===== config.mk =====
export PLATFORM = sky130hd
export DESIGN_NAME = y_mat_row_writer
export DESIGN_NICKNAME = d
export VERILOG_FILES = /design/src/rtl/y_mat_row_writer.sv
export SDC_FILE = /design/constraint.sdc
export NUM_CORES = 2
export LEC_CHECK = 0
export ABC_CLOCK_PERIOD_IN_PS = 8800
export CORE_MARGIN = 3
export CORE_UTILIZATION = 31
export CTS_BUF_LIST = sky130_fd_sc_hd__clkbuf_16
export DETAILED_ROUTE_END_ITERATION = 10
export HOLD_SLACK_MARGIN = 0.12
export PLACE_DENSITY = 0.57
export SETUP_SLACK_MARGIN = 0.1
export SLEW_MARGIN = 10
export SYNTH_ARGS = -nofsm -noshare
export SYNTH_HDL_FRONTEND = slang
export SYNTH_SLANG_ARGS = --single-unit

===== constraint.sdc =====
create_clock -name clock -period 8.8 [get_ports clock]
set_clock_uncertainty 0.05 [all_clocks]
set_input_delay 1.76 -clock clock [delete_from_list [all_inputs] [get_ports clock]]
set_output_delay 1.76 -clock clock [all_outputs]
set_load 0.1 [all_outputs]

===== src/rtl/y_mat_row_writer.sv =====
// Y-matrix row SRAM write side.
// Gathers (index, real, imag) entries into a one-line buffer of 16 lanes and
// issues one masked line write per SRAM line. The line address is index >> LANE_LOG2,
// the same mapping the row reader uses.
module y_mat_row_writer #(
  parameter int unsigned IDX_W     = 16,
  parameter int unsigned LANE_LOG2 = 4,
  parameter int unsigned ADDR_W    = 11,
  parameter int unsigned ENT_W     = 32
) (
  input  logic                          clock,
  input  logic                          reset,
  input  logic                          in_valid,
  output logic                          in_ready,
  input  logic [IDX_W-1:0]              in_idx,
  input  logic [ENT_W-1:0]              in_data,
  input  logic                          flush,
  output logic                          flush_done,
  output logic                          sram_we,
  input  logic                          sram_ready,
  output logic [ADDR_W-1:0]             sram_addr,
  output logic [(ENT_W<<LANE_LOG2)-1:0] sram_wdata,
  output logic [(1<<LANE_LOG2)-1:0]     sram_wmask,
  output logic [15:0]                   wr_count,
  output logic                          err_range
);

  localparam int unsigned Lanes = 1 << LANE_LOG2;
  localparam int unsigned LineW = IDX_W - LANE_LOG2;
  localparam int unsigned DataW = ENT_W * Lanes;

  typedef enum logic [0:0] {StEmpty, StFill} buf_state_e;

  // Line buffer
  buf_state_e          stateQ, stateD;
  logic [ADDR_W-1:0]   tagQ, tagD;
  logic [DataW-1:0]    bufDataQ, bufDataD;
  logic [Lanes-1:0]    bufMaskQ, bufMaskD;

  // Output register (OREG) and status
  logic                weQ, weD;
  logic [ADDR_W-1:0]   addrQ, addrD;
  logic [DataW-1:0]    wdataQ, wdataD;
  logic [Lanes-1:0]    wmaskQ, wmaskD;
  logic [15:0]         wrCountQ, wrCountD;
  logic                errRangeQ, errRangeD;

  // Flush bookkeeping; flushWait marks that OREG holds the flushed line
  logic                flushPendQ, flushPendD;
  logic                flushWaitQ, flushWaitD;
  logic                flushDoneQ, flushDoneD;

  // Decoded input entry
  logic [LineW-1:0]     inLine;
  logic [ADDR_W-1:0]    lineAddr;
  logic [LANE_LOG2-1:0] inLane;
  logic [Lanes-1:0]     laneOneHot;
  logic                 inRange;
  logic                 oregFree;
  logic                 accept;
  logic                 accValid;
  logic                 sameLine;
  logic                 evict;
  logic                 lineFull;
  logic                 flushSvc;
  logic                 flushTaken;
  logic [Lanes-1:0]     mergedMask;
  logic [DataW-1:0]     mergedData;

  assign inLine     = in_idx[IDX_W-1:LANE_LOG2];
  assign lineAddr   = ADDR_W'(inLine);
  assign inLane     = in_idx[LANE_LOG2-1:0];
  assign laneOneHot = Lanes'(1) << inLane;
  // Any line bit at or above ADDR_W means the entry has no SRAM home
  assign inRange    = (inLine >> ADDR_W) == '0;

  assign oregFree   = ~weQ | sram_ready;
  assign accept     = in_valid & in_ready;
  assign accValid   = accept & inRange;
  assign sameLine   = (stateQ == StFill) && (tagQ == lineAddr);
  assign evict      = accValid && (stateQ == StFill) && !sameLine;
  assign lineFull   = accValid & (&mergedMask);
  // Accepts take priority; a flush waits for a cycle with no accept
  assign flushSvc   = flushPendQ & oregFree & ~accept & ~flushWaitQ;
  assign flushTaken = flushWaitQ & weQ & sram_ready;

  // Merge the incoming entry into the buffered line (fresh line when not a hit)
  always_comb begin
    mergedMask = (sameLine ? bufMaskQ : '0) | laneOneHot;
    mergedData = sameLine ? bufDataQ : '0;
    mergedData[inLane*ENT_W +: ENT_W] = in_data;
  end

  // Buffer FSM state register
  always_ff @(posedge clock) begin
    if (!reset) begin
      stateQ <= StEmpty;
    end else begin
      stateQ <= stateD;
    end
  end

  // Buffer FSM next state: a completed line or a flush empties it, any kept entry fills it
  always_comb begin
    stateD = stateQ;
    if (accValid) begin
      stateD = lineFull ? StEmpty : StFill;
    end else if (flushSvc && stateQ == StFill) begin
      stateD = StEmpty;
    end
  end

  // Buffer FSM outputs and OREG-facing ports
  always_comb begin
    in_ready   = reset & oregFree;
    flush_done = flushDoneQ;
    sram_we    = weQ;
    sram_addr  = addrQ;
    sram_wdata = wdataQ;
    sram_wmask = wmaskQ;
    wr_count   = wrCountQ;
    err_range  = errRangeQ;
  end

  // Datapath next state: buffer contents, OREG loads, counters and flush tracking
  always_comb begin
    tagD       = tagQ;
    bufDataD   = bufDataQ;
    bufMaskD   = bufMaskQ;
    // A taken write clears sram_we unless a new line is loaded below
    weD        = weQ & ~sram_ready;
    addrD      = addrQ;
    wdataD     = wdataQ;
    wmaskD     = wmaskQ;
    wrCountD   = wrCountQ + ((weQ & sram_ready) ? 16'd1 : 16'd0);
    errRangeD  = errRangeQ | (accept & ~inRange);
    flushPendD = flushPendQ | flush;
    flushWaitD = flushWaitQ;
    flushDoneD = 1'b0;

    if (accValid) begin
      if (evict) begin
        weD    = 1'b1;
        addrD  = tagQ;
        wdataD = bufDataQ;
        wmaskD = bufMaskQ;
      end
      if (lineFull) begin
        weD      = 1'b1;
        addrD    = lineAddr;
        wdataD   = mergedData;
        wmaskD   = mergedMask;
        bufMaskD = '0;
      end else begin
        tagD     = lineAddr;
        bufDataD = mergedData;
        bufMaskD = mergedMask;
      end
    end else if (flushSvc) begin
      if (stateQ == StFill) begin
        weD        = 1'b1;
        addrD      = tagQ;
        wdataD     = bufDataQ;
        wmaskD     = bufMaskQ;
        bufMaskD   = '0;
        flushWaitD = 1'b1;
      end else begin
        flushDoneD = 1'b1;
        flushPendD = flush;
      end
    end

    // Flushed line accepted by the SRAM: report completion next cycle
    if (flushTaken) begin
      flushWaitD = 1'b0;
      flushDoneD = 1'b1;
      flushPendD = flush;
    end
  end

  // Datapath registers; reset drops buffered and pending data
  always_ff @(posedge clock) begin
    if (!reset) begin
      tagQ       <= '0;
      bufDataQ   <= '0;
      bufMaskQ   <= '0;
      weQ        <= 1'b0;
      addrQ      <= '0;
      wdataQ     <= '0;
      wmaskQ     <= '0;
      wrCountQ   <= '0;
      errRangeQ  <= 1'b0;
      flushPendQ <= 1'b0;
      flushWaitQ <= 1'b0;
      flushDoneQ <= 1'b0;
    end else begin
      tagQ       <= tagD;
      bufDataQ   <= bufDataD;
      bufMaskQ   <= bufMaskD;
      weQ        <= weD;
      addrQ      <= addrD;
      wdataQ     <= wdataD;
      wmaskQ     <= wmaskD;
      wrCountQ   <= wrCountD;
      errRangeQ  <= errRangeD;
      flushPendQ <= flushPendD;
      flushWaitQ <= flushWaitD;
      flushDoneQ <= flushDoneD;
    end
  end

endmodule


After elaboration in Yosys (flattened, before gate mapping)
Index checks and enable logic that the tools add are counted.
W data, S select, Z words.
Cells by class
  bitwise operators: 24
  add/subtract/negate cells: 2
  shift operators: 3
  reduce and logical (&&, ||, !) cells: 15
  multiplexer cells: 39
  equal/unequal tests: 2
Operators with widths (number)
  $mux W512: 6
  $bwmux W512: 1
  $shift A32 B34 Y512 const A: 1
  $shiftx A32 B34 Y512: 1
  $mux W16: 10
  $mux W11: 5
  $neg A9 Y34: 1
  $mux W1: 17
  $add A16 B1 Y16: 1
  $or A16 B16 Y16: 1
  $reduce_and A16 Y1: 1
  $shl A1 B4 Y16 const A: 1
  $and A1 B1 Y1: 12
  $logic_not A12 Y1: 1
  $eq A11 B11 Y1: 1
  $not A1 Y1: 8
  $reduce_and A3 Y1: 2
  $reduce_bool A2 Y1: 3
  $logic_and A1 B1 Y1: 4
  $reduce_and A2 Y1: 2
  $ne A3 B1 Y1 const B: 1
  $or A1 B1 Y1: 3
  $reduce_or A2 Y1: 1
  $logic_not A1 Y1: 1
Word-level totals
  register bits: 1100
  output and inout port bits: 559
  input port bits: 53
  logic and storage cells: 98

Logic depth before layout (Yosys ltp)
  word-level depth: 10
  depth in mapped cells: 13
  depth with buffers taken out: 9

Least setup slack after synthesis
Ideal clock, no wire load.
  path type: input to register
  start: input sram_ready
  end: register wdataQ[415], in the netlist sram_wdata[415]
  setup time: 0.134 ns
  data required time: 8.616 ns
  stages on the path: 10
  setup slack: 4.104 ns
  arrival time: 4.512 ns
  path buffers: 4
  path through: nand2b_1 > and2_1 > and3b_1 > buf_2 > a31o_2 > buf_2 > clkbuf_1 > buf_1 > mux2i_1 > a21boi_0
Between the ends
  longest elaborated chain between the ends: 8
  elaborated cells on any way between the ends: 17
  those cells by class: eq/ne (1); mux (2); bitwise (9); reduce/logical (5)
RTL lines
  start: declaration: RTL line 20  | input logic sram_ready,
  $or A1 B1 Y1 (*): RTL line 77  | assign oregFree = ~weQ | sram_ready;
  $and A1 B1 Y1 (*): RTL line 115  | in_ready = reset & oregFree;
  via in_ready: RTL line 14  | output logic in_ready,
  $and A1 B1 Y1 (*): RTL line 78  | assign accept = in_valid & in_ready;
  $and A1 B1 Y1 / $not A1 Y1 (equally long branches): RTL line 79, 84
  $logic_and A1 B1 Y1 / $and A1 B1 Y1 (equally long branches) (2 in a row): RTL line 81, 84
  $ne A3 B1 Y1 (no line) / $reduce_bool A2 Y1 (equally long branches)
  $reduce_and A3 Y1 (no line)
  end signal: assignment: RTL line 202  | wdataQ <= wdataD;
  end: declaration: RTL line 43  | logic [DataW-1:0] wdataQ, wdataD;
The timed path passes the listed nets; every way through them passes the cells marked *.
A chain may end at the register's enable or synchronous reset.

Worst setup path after layout
  start: input in_idx[3]
  end: register bufDataQ[87]
Between the ends
  longest elaborated chain between the ends: 6
  elaborated cells on any way between the ends: 10
  those cells by class: add/sub (1); shift (3); mux (1); bitwise (3); reduce/logical (2)
RTL lines
  start: declaration: RTL line 15  | input logic [IDX_W-1:0] in_idx,
  parallel branches: the longest is 6 deep, another holds $neg A9 Y34
  end signal: assignment: RTL line 198  | bufDataQ <= bufDataD;
  end: declaration: RTL line 37  | logic [DataW-1:0] bufDataQ, bufDataD;
Parallel ways; which one is timed is not known.

==> reports/metrics.cfg <==
[setup_path]
cpPeakStageDelay_ns=1.06
path_delay_family=simple AND/OR/NAND/NOR gates
worstReg2RegStart=tagQ[6]
cp_max_fo=89
startpoint=in_idx[3]
path_class=primary input to register
sequence_of_cells_on_the_critical_path=clkdlybuf4s50_1 > or2_1 > o211a_1 > nor4_2 > nand3_4 > nand2_4 > buf_12 > o21ai_0
timing.critical_path.buf_inv=2
critical_path.startpoint_type=primary input
critical-path-slowest-cell=nand2_4
crit_path_end_kind=register
crit_arrival_ns=6.74
worstPathRequired_ns=9.38

[global_routing]
wire_length_of_the_first_global_routing_pass_mm=342
grtUsageTotal=0.262
first_global_vias=46900
grt_antenna_before_repair=20
grt_start_max_net_pins=195
globalRoute.totalOverflow=0

[timing]
maxClockFrequency_mhz=162
final.min_clock_period_ns=6.17
tightest_slew_ns=1.44
timing.final.hold_violations=0
grt_setup_unrepaired=false
final_min_period_over_clock_period=0.701
fin_setup_tns_ns=0
worst_slew_margin_rel=0.0421
setup_viol_count_final=0
timing_max_transition_violations_final=0

[power]
power-per-cell-area_nw_per_um2=183
vdd.ir_drop.worst_v=0.000192
cellLeakagePower_nw=19.7

[finish]
area.growth.synth_to_final_pct=22.0
final_layout_size_suffix_gt1_frac=0.0948
layout_commonest_cell=dfxtp_1
core_util_final=0.382
num-fill-cells=16500
most-common-layout-cells=1100 x dfxtp_1, 696 x nand2_1, 678 x a21oi_1, 554 x clkdlybuf4s50_1, 552 x a31oi_1
design.final.nets=6401
finish.cell_count_without_fillers=8639

[routing]
drc=0
final_antenna_net_count=0
postRouteWirelength_mm=239
first_iter_violations=5750
drt_first_pass_iters=6
avgRoutedWirePerCell_um=27.6
drt-vias-per-instance=5.93
route.vias.total=51200

[cts]
clock_pin_slew_on_the_worst_setup_and_hold_paths_ns=0.06
clock_path_buffers=3
cts_resized=0
postCtsSetupBuffers=0
cts.htree.levels=4
cts_tree=yes
clock_sinks=1100
clock_tree.root_cell=clkbuf_16
postCtsHoldBufs=0
clock_latency_ns=0.79
tritoncts.num_buffers=133

[floorplan]
floorplan.die.width_um=415
num_rows=149
fp.dieArea_um2=172000
coreArea_um2=166000
num_io_pins=612
die_h_um=415
initial_utilization=0.313

[place]
place.port_buffers=611
cell_count_after_placement=8393
hpwlAfterDp_mm=140
rd_place_congestion=0.815

[synth]
netlist_instances=6203
synth_sequential_area_ratio=0.425
number_of_nets_in_the_synthesized_netlist=6265
synth_ff_type=dfxtp_1
async_set_or_reset_flop_fraction_in_the_synthesized_netlist=0
yosysTopAreaCell=dfxtp_1
synth_edf_count=0
synth.distinct_cells=58
ys_ff_latch=1100
yosys-top-cells-area=dfxtp_1 42%, mux2i_1 6.7%, a31oi_1 6.7%
synthesis.area_um2=51900
yosys_warnings=0
synth_top_cell_area_share=0.425
syn_area_per_cell_um2=8.36

[min_path]
worst_hold_path_type=register to register
min_from=sram_addr[6]

[run_status]
status=completed

[job]
cap_violations=0

-- kinds of logic (layout without fill, tap and decap cells) --
| family | after synthesis | count (layout) | synth area share |
|---|---|---|---|
| compound gates | 2508 | 2508 | 0.320 |
| simple gates | 1473 | 1473 | 0.124 |
| flops | 1100 | 1100 | 0.425 |
| buf+inv | 746 | 987 | 0.0591 |
| mux | 346 | 346 | 0.0668 |
| xor+xnor | 21 | 21 | 0.00355 |
| fa+ha+maj | 9 | 9 | 0.00217 |
| other cells | 0 | 6 | 0 |
-- metrics by stage --
step	hold slack, ns	power, mW	instance area (um2)	worst slack, ns
after floorplan	0.392	5.83	51900	4.10
after global placement	0.391	6.18	59000	2.05
after detailed placement	0.397	6.20	59000	1.97
after CTS	0.406	11.7	63300	2.79
after global routing	0.435	11.9	63300	2.42
final	0.403	11.6	63300	2.63
-- layer usage --
metal,share of wire,track usage
met4,0.075,0.181
met3,0.072,0.0429
met1,0.41,0.342
met5,0.00012,0
met2,0.44,0.395
-- cells in the mapped netlist (all sizes together) (4+ instances only) --
master	n
dfxtp	1100
nand2	697
a21oi	678
clkbuf	587
a31oi	553
o21ai	366
mux2i	346
a21boi	339
nor2	292
a211oi	235
nor3	184
o211ai	149
buf	137
nand3	104
and3	66
o22ai	54
and2	45
nand4	37
o31ai	31
a21o	24
a31o	23
inv	22
o211a	21
a32o	17
xnor2	15
nor2b	10
ha	9
nand2b	7
o2111ai	7
xor2	6
a22oi	5
nor4	5
or3	5
nand4b	4
nor3b	4
-- cell type report --
type / instances / area (um2) / share of cell area
Antenna cell: 6 / 15.0 / 0.000237
Clock buffer: 137 / 3430 / 0.0542
Clock inverter: 103 / 845 / 0.0133
Inverter: 22 / 90.1 / 0.00142
Multi-Input combinational cell: 4357 / 27000 / 0.427
Sequential cell: 1100 / 22000 / 0.348
Tap cell: 2189 / 2740 / 0.0433
Timing Repair Buffer: 725 / 7130 / 0.113
-- power by group --
| group | internal (mW) | total (mW) | switching (mW) |
|---|---|---|---|
| logic | 0.265 | 0.971 | 0.706 |
| registers | 5.07 | 5.14 | 0.0671 |
| clock network | 3.11 | 5.49 | 2.38 |
| total | 8.45 | 11.6 | 3.15 |
-- sequential cells by signal, indices dropped and copies added, names as in the netlist --
register,flops
bufDataQ,512
bufMaskQ,16
err_range,1
flushPendQ,1
flushWaitQ,1
flush_done,1
sram_addr,11
sram_wdata,512
sram_we,1
sram_wmask,16
stateQ,1
tagQ,11
wr_count,16
-- worst register-to-register path, stage by stage, from the launching register on --
cell     delay [ns]
dfxtp_1        0.33
xnor2_1        0.22
nand4_1        0.23
nor4_2         0.67
nand3_4        0.78
nand2_4        1.09
buf_12         0.49
o21ai_0        0.31
-- worst paths after layout --
path / to / slack (ns) / depth (start not counted)
hold / removal: sram_addr[6] / 0.40 / 2
setup reg to reg: bufDataQ[87] / 4.52 / 7
setup / recovery: bufDataQ[87] / 2.63 / 8
hold reg to reg: sram_addr[6] / 0.40 / 2
No activity file was read; power rests on OpenSTA's default activity.
